<file path="src/rtl/rshift_seq_16bit_pkg.sv">
// -----------------------------------------------------------------------------
// rshift_seq_16bit_pkg
// Shared constants and types for the sequential 16-bit right shifter/rotator:
// operation mode encoding, FSM state encoding, stage count and the helper that
// maps a stage index to its shift amount.
// -----------------------------------------------------------------------------
package rshift_seq_16bit_pkg;

  localparam int DATA_W = 16;
  localparam int STAGES = 4;  // log2(DATA_W): one stage of 8/4/2/1 per cycle

  localparam logic MODE_ROR = 1'b0;  // rotate right
  localparam logic MODE_SRL = 1'b1;  // logical shift right, zero fill

  typedef enum logic {
    ST_IDLE  = 1'b0,
    ST_SHIFT = 1'b1
  } state_e;

  // Stage 0 applies the largest step (8), stage 3 the smallest (1), so the
  // captured shift amount is consumed MSB first.
  function automatic logic [STAGES-1:0] stage_amount(input logic [1:0] idx);
    return 4'b1000 >> idx;
  endfunction

endpackage

</file>
<file path="src/rtl/rshift_seq_16bit_if.sv">
// -----------------------------------------------------------------------------
// rshift_seq_16bit_if
// Request/result bundle of the sequential shifter.
//   start     : request, only honoured while busy=0
//   shift_in  : 16-bit operand
//   shift_val : shift/rotate amount 0..15
//   mode      : MODE_ROR / MODE_SRL
//   busy      : operation in flight
//   done      : one-cycle result-valid pulse
//   shift_out : result, held until the next done
// master = requester, slave = shifter.
// -----------------------------------------------------------------------------
interface rshift_seq_16bit_if;
  import rshift_seq_16bit_pkg::*;

  logic              start;
  logic [DATA_W-1:0] shift_in;
  logic [3:0]        shift_val;
  logic              mode;
  logic              busy;
  logic              done;
  logic [DATA_W-1:0] shift_out;

  modport master (
    output start, shift_in, shift_val, mode,
    input  busy, done, shift_out
  );

  modport slave (
    input  start, shift_in, shift_val, mode,
    output busy, done, shift_out
  );

endinterface

</file>
<file path="src/rtl/rshift_stage.sv">
// -----------------------------------------------------------------------------
// rshift_stage
// Combinational single-stage right shifter/rotator.
//   data    : operand
//   amount  : one-hot step size (8, 4, 2 or 1)
//   enable  : 0 passes data through unchanged
//   mode    : MODE_ROR wraps LSBs into the MSBs, MODE_SRL fills with zeros
//   result  : shifted/rotated data
// -----------------------------------------------------------------------------
module rshift_stage #(
  parameter int DATA_W = 16
) (
  input  logic [DATA_W-1:0] data,
  input  logic [3:0]        amount,
  input  logic              enable,
  input  logic              mode,
  output logic [DATA_W-1:0] result
);
  import rshift_seq_16bit_pkg::*;

  logic [DATA_W-1:0] srl_val;
  logic [DATA_W-1:0] ror_val;

  assign srl_val = data >> amount;
  assign ror_val = srl_val | (data << (DATA_W - int'(amount)));

  always_comb begin
    // NOTE: assigning a default before any branch keeps always_comb from
    // inferring a latch when a path leaves the output untouched.
    result = data;
    if (enable) begin
      result = (mode == MODE_SRL) ? srl_val : ror_val;
    end
  end

endmodule

</file>
<file path="src/rtl/rshift_seq_16bit.sv">
// -----------------------------------------------------------------------------
// rshift_seq_16bit
// Sequential 16-bit right shifter/rotator. A request captured at edge E0 is
// processed over four cycles (stages 8, 4, 2, 1) through one shared
// rshift_stage; the result is registered and done pulses after E4, giving a
// fixed latency independent of the amount.
//   clk : rising-edge clock
//   rst : synchronous active-high reset, aborts any operation without done
//   bus : rshift_seq_16bit_if.slave (start/operands in, busy/done/result out)
// -----------------------------------------------------------------------------
module rshift_seq_16bit #(
  parameter int DATA_W = 16,
  parameter int STAGES = 4
) (
  input  logic                 clk,
  input  logic                 rst,
  rshift_seq_16bit_if.slave    bus
);
  import rshift_seq_16bit_pkg::*;

  localparam int CNT_W = $clog2(STAGES);

  state_e             state_q;
  state_e             state_d;
  logic [CNT_W-1:0]   cnt_q;
  logic [DATA_W-1:0]  data_q;
  logic [STAGES-1:0]  amt_q;
  logic               mode_q;
  logic [DATA_W-1:0]  shift_out_q;
  logic               done_q;
  logic               busy;

  logic [STAGES-1:0]  stage_mask;
  logic               stage_en;
  logic [DATA_W-1:0]  stage_out;
  logic               accept;
  logic               last_stage;

  assign accept     = (state_q == ST_IDLE) && bus.start;
  assign last_stage = (cnt_q == CNT_W'(STAGES - 1));

  // The stage counter selects which bit of the captured amount is consumed.
  assign stage_mask = stage_amount(cnt_q);
  assign stage_en   = |(amt_q & stage_mask);

  rshift_stage #(.DATA_W(DATA_W)) u_stage (
    .data   (data_q),
    .amount (stage_mask),
    .enable (stage_en),
    .mode   (mode_q),
    .result (stage_out)
  );

  // State register.
  always_ff @(posedge clk) begin
    // NOTE: sequential state uses non-blocking assignments so every register
    // samples pre-edge values regardless of statement order.
    if (rst) begin
      state_q <= ST_IDLE;
    end else begin
      state_q <= state_d;
    end
  end

  // Next-state logic.
  always_comb begin
    state_d = state_q;
    unique case (state_q)
      ST_IDLE:  if (bus.start)  state_d = ST_SHIFT;
      ST_SHIFT: if (last_stage) state_d = ST_IDLE;
      default:                  state_d = ST_IDLE;
    endcase
  end

  // Output logic: busy follows the state register only.
  always_comb begin
    busy = (state_q == ST_SHIFT);
  end

  // Datapath. Inputs are only looked at on the accept edge, so later changes
  // on the bus cannot disturb an operation in flight.
  always_ff @(posedge clk) begin
    if (rst) begin
      cnt_q       <= '0;
      data_q      <= '0;
      amt_q       <= '0;
      mode_q      <= MODE_ROR;
      shift_out_q <= '0;
      done_q      <= 1'b0;
    end else begin
      done_q <= 1'b0;
      if (accept) begin
        data_q <= bus.shift_in;
        amt_q  <= bus.shift_val;
        mode_q <= bus.mode;
        cnt_q  <= '0;
      end else if (state_q == ST_SHIFT) begin
        data_q <= stage_out;
        cnt_q  <= cnt_q + CNT_W'(1);
        if (last_stage) begin
          shift_out_q <= stage_out;
          done_q      <= 1'b1;
        end
      end
    end
  end

  assign bus.busy      = busy;
  assign bus.done      = done_q;
  assign bus.shift_out = shift_out_q;

endmodule
</file>
<file path="src/flat_wrapper.sv">
// flat-port wrapper written by rule: the top's interface ports become plain ports
module rshift_seq_16bit_flat import rshift_seq_16bit_pkg::*;
#(
  parameter int DATA_W = 16,
  parameter int STAGES = 4
)
  (clk, rst, bus_start, bus_shift_in, bus_shift_val, bus_mode, bus_busy, bus_done, bus_shift_out);
  rshift_seq_16bit_if bus_i ();
  input  logic clk;
  input  logic rst;
  input wire logic [$bits(bus_i.start)-1:0] bus_start;
  input wire logic [$bits(bus_i.shift_in)-1:0] bus_shift_in;
  input wire logic [$bits(bus_i.shift_val)-1:0] bus_shift_val;
  input wire logic [$bits(bus_i.mode)-1:0] bus_mode;
  output wire logic [$bits(bus_i.busy)-1:0] bus_busy;
  output wire logic [$bits(bus_i.done)-1:0] bus_done;
  output wire logic [$bits(bus_i.shift_out)-1:0] bus_shift_out;
  assign bus_i.start = bus_start;
  assign bus_i.shift_in = bus_shift_in;
  assign bus_i.shift_val = bus_shift_val;
  assign bus_i.mode = bus_mode;
  assign bus_busy = bus_i.busy;
  assign bus_done = bus_i.done;
  assign bus_shift_out = bus_i.shift_out;
  rshift_seq_16bit #(.DATA_W(DATA_W), .STAGES(STAGES)) u_core (.clk(clk), .rst(rst), .bus(bus_i));
endmodule
</file>
<file path="config.mk">
export PLATFORM = sky130hd
export DESIGN_NAME = rshift_seq_16bit_flat
export DESIGN_NICKNAME = d
export VERILOG_FILES = /design/src/rtl/rshift_seq_16bit_pkg.sv /design/src/rtl/rshift_seq_16bit_if.sv /design/src/rtl/rshift_stage.sv /design/src/rtl/rshift_seq_16bit.sv /design/src/flat_wrapper.sv
export SDC_FILE = /design/constraint.sdc
export NUM_CORES = 1
export LEC_CHECK = 0
export CAP_MARGIN = 15
export CORE_ASPECT_RATIO = 0.9
export CORE_MARGIN = 3
export CORE_UTILIZATION = 49
export CTS_CLUSTER_SIZE = 25
export DETAILED_ROUTE_END_ITERATION = 10
export GPL_ROUTABILITY_DRIVEN = 1
export MAX_ROUTING_LAYER = met4
export PLACE_DENSITY = 0.83
export SYNTH_ARGS = -nofsm -noshare
export SYNTH_HDL_FRONTEND = slang
export SYNTH_SLANG_ARGS = --single-unit
export TNS_END_PERCENT = 50
</file>
<file path="constraint.sdc">
create_clock -name clk -period 2.6 [get_ports clk]
set_input_delay 0.52 -clock clk [delete_from_list [all_inputs] [get_ports clk]]
set_output_delay 0.52 -clock clk [all_outputs]
set_load 0.03 [all_outputs]
</file>
Word-level counts from Yosys, hierarchy flattened
Cells that the tools add are included.
{"block": "totals", "latchBits": 0, "n_memories": 0, "romBits": 0, "wordCells": 31, "out_inout_bits": 18, "in_bits": 24, "ramBits": 0, "ff_bits": 41}
{"block": "classes", "n_eq_ne": 1, "magnitude_cmp": 0, "div_mod_pow": 0, "addsub": 2, "mux": 8, "multipliers": 0, "shifts": 3, "n_bitwise": 4, "n_reduce_logical": 6}
{"operator": "16-bit 2-to-1 mux", "count": 4}
{"operator": "16-bit by 32-bit left shift with 16-bit output", "count": 1}
{"operator": "16-bit bitwise OR", "count": 1}
{"operator": "16-bit by 4-bit right shift with 16-bit output", "count": 1}
{"operator": "5-bit by 4-bit subtractor with 6-bit output, first input constant", "count": 1}
{"operator": "4-bit bitwise AND", "count": 1}
{"operator": "4-bit OR reduction", "count": 1}
{"operator": "4-bit by 2-bit right shift with 4-bit output, first input constant", "count": 1}
{"operator": "1-bit 2-to-1 mux", "count": 3}
{"operator": "3-bit AND reduction", "count": 1}
{"operator": "3-bit OR reduction", "count": 1}
{"operator": "2-bit by 1-bit adder with 2-bit output, second input constant", "count": 1}
{"operator": "2-bit equality test, second input constant", "count": 1}
{"operator": "1-bit inverter", "count": 2}
{"operator": "1-bit case mux with 2 select lines", "count": 1}
{"operator": "2-bit nonzero test", "count": 1}
{"operator": "2-bit OR reduction", "count": 1}
{"operator": "1-bit logical AND", "count": 1}

Logic depth before layout (Yosys ltp)
{"block": "logic_depth", "ltp_word": 8, "ltp_mapped": 9, "depth_no_buf": 8}

By module
A second synthesis with hierarchy kept.
{"block": "unflattened", "cells_unflattened": 357, "area_unflattened_um2": 3425.8}
{"mod": "rshift_stage", "cells_per_inst": 211, "instances": 1, "seq_area_each_um2": 0.0, "area_each_um2": 1740.4}
{"mod": "rshift_seq_16bit", "cells_per_inst": 146, "instances": 1, "seq_area_each_um2": 820.8, "area_each_um2": 1685.4}

Least setup slack after synthesis
OpenSTA, ideal clock, no wires.
{"block": "synth_timing", "kind": "register -> register", "from": "register u_core.cnt_q[1]", "to": "register u_core.data_q[13]", "slack_ns": 0.379, "n_path_buf": 2, "synth_period_minus_slack_ns": 2.221, "required_ns": 2.529, "stages_incl_launch_ff": 10, "arrival_time_ns": 2.150, "setup_time_ns": 0.071, "cell_sequence": "dfxtp_1 > ha_1 > buf_6 > buf_4 > inv_1 > ha_1 > a2111o_1 > a21o_1 > a311o_1 > a21oi_1"}
{"block": "synth_via", "elab_chain_len": 8, "elab_cells_between_ends": 11, "cone_classes": "add/sub: 1; shift: 3; mux: 4; bitwise: 2; reduce/logical: 1"}
{"element": "from (decl)", "line": "rshift_seq_16bit.sv:25", "source": "logic [CNT_W-1:0] cnt_q;"}
{"element": "from (signal assigned)", "line": "rshift_seq_16bit.sv:99", "source": "cnt_q <= cnt_q + CNT_W'(1);"}
{"element": "4-bit by 2-bit right shift with 4-bit output *", "line": "rshift_seq_16bit_pkg.sv:23", "source": "return 4'b1000 >> idx;"}
{"element": "5-bit by 4-bit subtractor with 6-bit output", "line": "rshift_stage.sv:25", "source": "assign ror_val = srl_val | (data << (DATA_W - int'(amount)));"}
{"element": "16-bit by 32-bit left shift with 16-bit output", "line": "rshift_stage.sv:25"}
{"element": "16-bit bitwise OR", "line": "rshift_stage.sv:25"}
{"element": "16-bit 2-to-1 mux", "line": "rshift_stage.sv:32", "source": "result = (mode == MODE_SRL) ? srl_val : ror_val;"}
{"element": "16-bit 2-to-1 mux *", "line": "rshift_stage.sv:31", "source": "if (enable) begin"}
{"element": "16-bit 2-to-1 mux *", "line": "rshift_seq_16bit.sv:97", "source": "end else if (state_q == ST_SHIFT) begin"}
{"element": "16-bit 2-to-1 mux *", "line": "rshift_seq_16bit.sv:92", "source": "if (accept) begin"}
{"element": "to (signal assigned)", "line": "rshift_seq_16bit.sv:93", "source": "data_q <= bus.shift_in;"}
{"element": "to (signal assigned)", "line": "rshift_seq_16bit.sv:98", "source": "data_q <= stage_out;"}
{"element": "to (decl)", "line": "rshift_seq_16bit.sv:26", "source": "logic [DATA_W-1:0] data_q;"}
Mark *: on every way between the ends. The rest lies on a longest branch, timed or not. The select of a mux whose other input is x is not followed.
A chain may end at the register's enable or synchronous reset.

Final worst setup path
{"block": "layout_timing", "from": "register u_core.cnt_q[1]", "to": "register u_core.data_q[7]"}
Same word-level chain as after synthesis.

==> out/results.tsv <==
metric	value	unit
PwrDens	438.8	mW/mm²
Register Area	820.8	µm²
post-synth top area cell	dfxtp_1	
Fin Setup TNS	0	ns
syn_area_per_cell	9.046	µm²
core area	0.005474	mm²
Arrival @ worst endpoint	2.68	ns
FMAX	0.4007	GHz
most common cell in the netlist	dfxtp_1	
residual DRC count	0	
CTS sink cnt	41	
Critical Path Start Type	flop	
hold_sp	u_core.bus.shift_out[7]	
Leak	1.240	nW
Max Root-Sink Buffers	2	
CP Launch Point	u_core.cnt_q[1]	
Worst Path Required	2.78	ns
Pre-antenna DRT Iters	5	
GRT Total Usage	28.74	%
GP Congestion	1.062	
drt total wl	9107	µm
synth cell count leaders	41 x dfxtp_1, 31 x nand2_1, 23 x nor2_1	
CTS tree	done	
antenna violations before repair	0	
die height	78.69	µm
Most used DFF post-synth	dfxtp_1	
status	complete, no violations	
area grow syn2layout	22.40	%
R2R setup slack	0.10	ns
Setup WS pre-CTS	0.01985	ns
RSZ-0062 raised after global routing	false	
Nets	393	
critical path type	reg2reg	
maximum VDD drop	0.2777	mV
Least-Margin Pin Slew	0.5731	ns
setup ws final	0.1042	ns
fraction of layout instances using a drive strength above 1	16.76	%
share of synthesized registers carrying an async set or reset	0	%
Starting Density	52.55	%
routed vias/inst	6.548	
Final ANT Viol Nets	0	
final hold vios	0	
post-CTS setup buffer count	0	
H-tree levels	2	
Rows	25	
routed vias	2822	
fin crit period	2.496	ns
# port buffers	41	
Area contributors post-synth	dfxtp_1 29%, mux4_2 12%, mux2i_1 7.7%, nand2_1 4.0%, a211oi_1 3.7%	
total power	1.545	mW
max-slew violations	0	
fillers	474	
Yosys reg bits	41	
fin util	64.32	%
depth of the most critical reg-to-reg path	8	
largest net degree at the start of global routing	26	
final setup vio count	0	
Syn Nets	348	
clock tree root buffer cell	clkbuf_8	
Distinct cells, synth	58	
initial DRC count	363	
die width	86.77	µm
Synth Cell Area	0.002877	mm²
drt wl/cell	21.13	µm
die area	0.006827	mm²
Synth Instances	318	
Ant. Diodes	0	
Worst Hold Class	reg2reg	
sequential-to-total area share from yosys stat	28.53	%
reg2reg end	u_core.data_q[7]	
Yosys top cell area share	28.53	%
Max Cap Viol	0	
Tcrit/Tclk final	95.99	%
Synthesis Warnings	0	
CP Capture Point	u_core.data_q[7]	
CTS buffer count	5	
io pins	42	
worst-path fanout max	9	
Relative slew margins	61.72	%
clock skew	0.006118	ns
Final HPWL DP	6861	µm
grt total ovfl	0	
worst-skew pair later-pin latency	0.30	ns
area occupied by multi-input gates	0.001893	mm²
first-pass GRT wire length	14640	µm
worst r2r src	u_core.cnt_q[1]	
EDFF count, synth	0	
Reg clk slew, reported paths	0.08	ns
vias in the first global route	2695	
CP Capture Type	flop	
[worst min path at each step]
stage                     cells after the start                      end
after floorplan                               2          u_core.amt_q[0]
after global placement                        2  u_core.bus.shift_out[7]
after detailed placement                      2  u_core.bus.shift_out[6]
after CTS                                     2  u_core.bus.shift_out[6]
after global routing                          2  u_core.bus.shift_out[6]
final                                         2  u_core.bus.shift_out[7]
[registers in the layout, summed over array words and instances (netlist names)]
register / cells
u_core.bus.shift_out: 16
u_core.data_q: 16
u_core.amt_q: 4
u_core.cnt_q: 2
u_core.bus.busy: 1
u_core.bus.done: 1
u_core.mode_q: 1
[placed cells by master, fill, tap and decap left out, types with 3 or more instances in the layout]
master	synthesis	final
nor2b_1	14	14
nand2_1	31	31
buf_4	1	24
dfxtp_1	41	41
nand2b_1	7	7
nor3_1	6	6
mux2i_1	22	22
o22ai_1	6	6
o31ai_1	3	3
nand3_1	3	3
mux2_2	3	3
inv_1	7	7
clkbuf_8	0	5
o21ai_0	20	20
clkdlybuf4s50_1	0	41
and3_1	3	3
a32oi_1	3	3
a211oi_1	14	14
mux4_2	15	15
ha_1	6	5
o32ai_1	3	3
nor2_1	23	23
nand4_1	3	3
a31oi_1	5	5
o21a_1	3	3
a21oi_1	9	9
[routing by layer]
metal / track usage [%] / share of wire, % / wire, µm / vias up
met3: 4.722 / 9.6 / 877 / 12
li1: - / - / - / 1295
met4: 7.944 / 1.3 / 119 / 0
met1: 38.68 / 44 / 3963 / 1334
met2: 44.72 / 46 / 4146 / 181
met5: - / 0 / 0 / -
[critical path, cell delays in order (launching register included)]
cell and delay, ns:
dfxtp_1 0.46, ha_1 0.29, buf_4 0.19, buf_4 0.18
mux4_2 0.54, nand2_1 0.10, o31ai_1 0.08, a311oi_2 0.38
o32ai_1 0.14
[final cells by class]
cell class	instances	share of cell area (%)
repair buffers	66	17.34
flip-flops and latches	41	23.31
well taps	67	2.381
multi-input cells	242	53.77
clock inverters	3	0.4975
clock buffers	5	1.955
inverters	7	0.7463
[what timing repair did]
item | CTS | global route
cloned | 0 | 0
hold buffers | 0 | 0
endpoints found under the hold margin | 0 | 0
resized for setup | 1 | 1
endpoints found under the setup margin | 1 | 3
[through the flow]
step | hold WS, ns | instance area (µm²) | std cells
4_1_cts | 0.4629 | 3518 | 431
3_3_place_gp | 0.4377 | 3426 | 423
6_report | 0.4596 | 3521 | 431
2_1_floorplan | 0.4805 | 2877 | 318
5_1_grt | 0.4888 | 3521 | 431
3_5_place_dp | 0.4434 | 3426 | 423
[where the power goes]
| part | total [mW] | switching, mW | leakage, nW | internal [mW] |
|---|---|---|---|---|
| Combinational | 0.405 | 0.212 | 0.861 | 0.194 |
| Clock | 0.422 | 0.236 | 0.0439 | 0.185 |
| Sequential | 0.718 | 0.0613 | 0.335 | 0.657 |
| Total | 1.54 | 0.509 | 1.24 | 1.04 |
[cells by family (layout without fill, tap and decap cells)]
kind of cell | Yosys count | after routing | share of synthesized area [%]
and+or+nand+nor | 99 | 99 | 16.49
AOI/OAI and AO/OA | 95 | 95 | 24.62
muxes | 41 | 41 | 21.49
DFF | 41 | 41 | 28.53
buffers and inverters | 35 | 81 | 5.959
adders and majority gates | 6 | 6 | 2.610
xor gates and xnor gates | 1 | 1 | 0.3045
(Power assumes the default switching activity.)
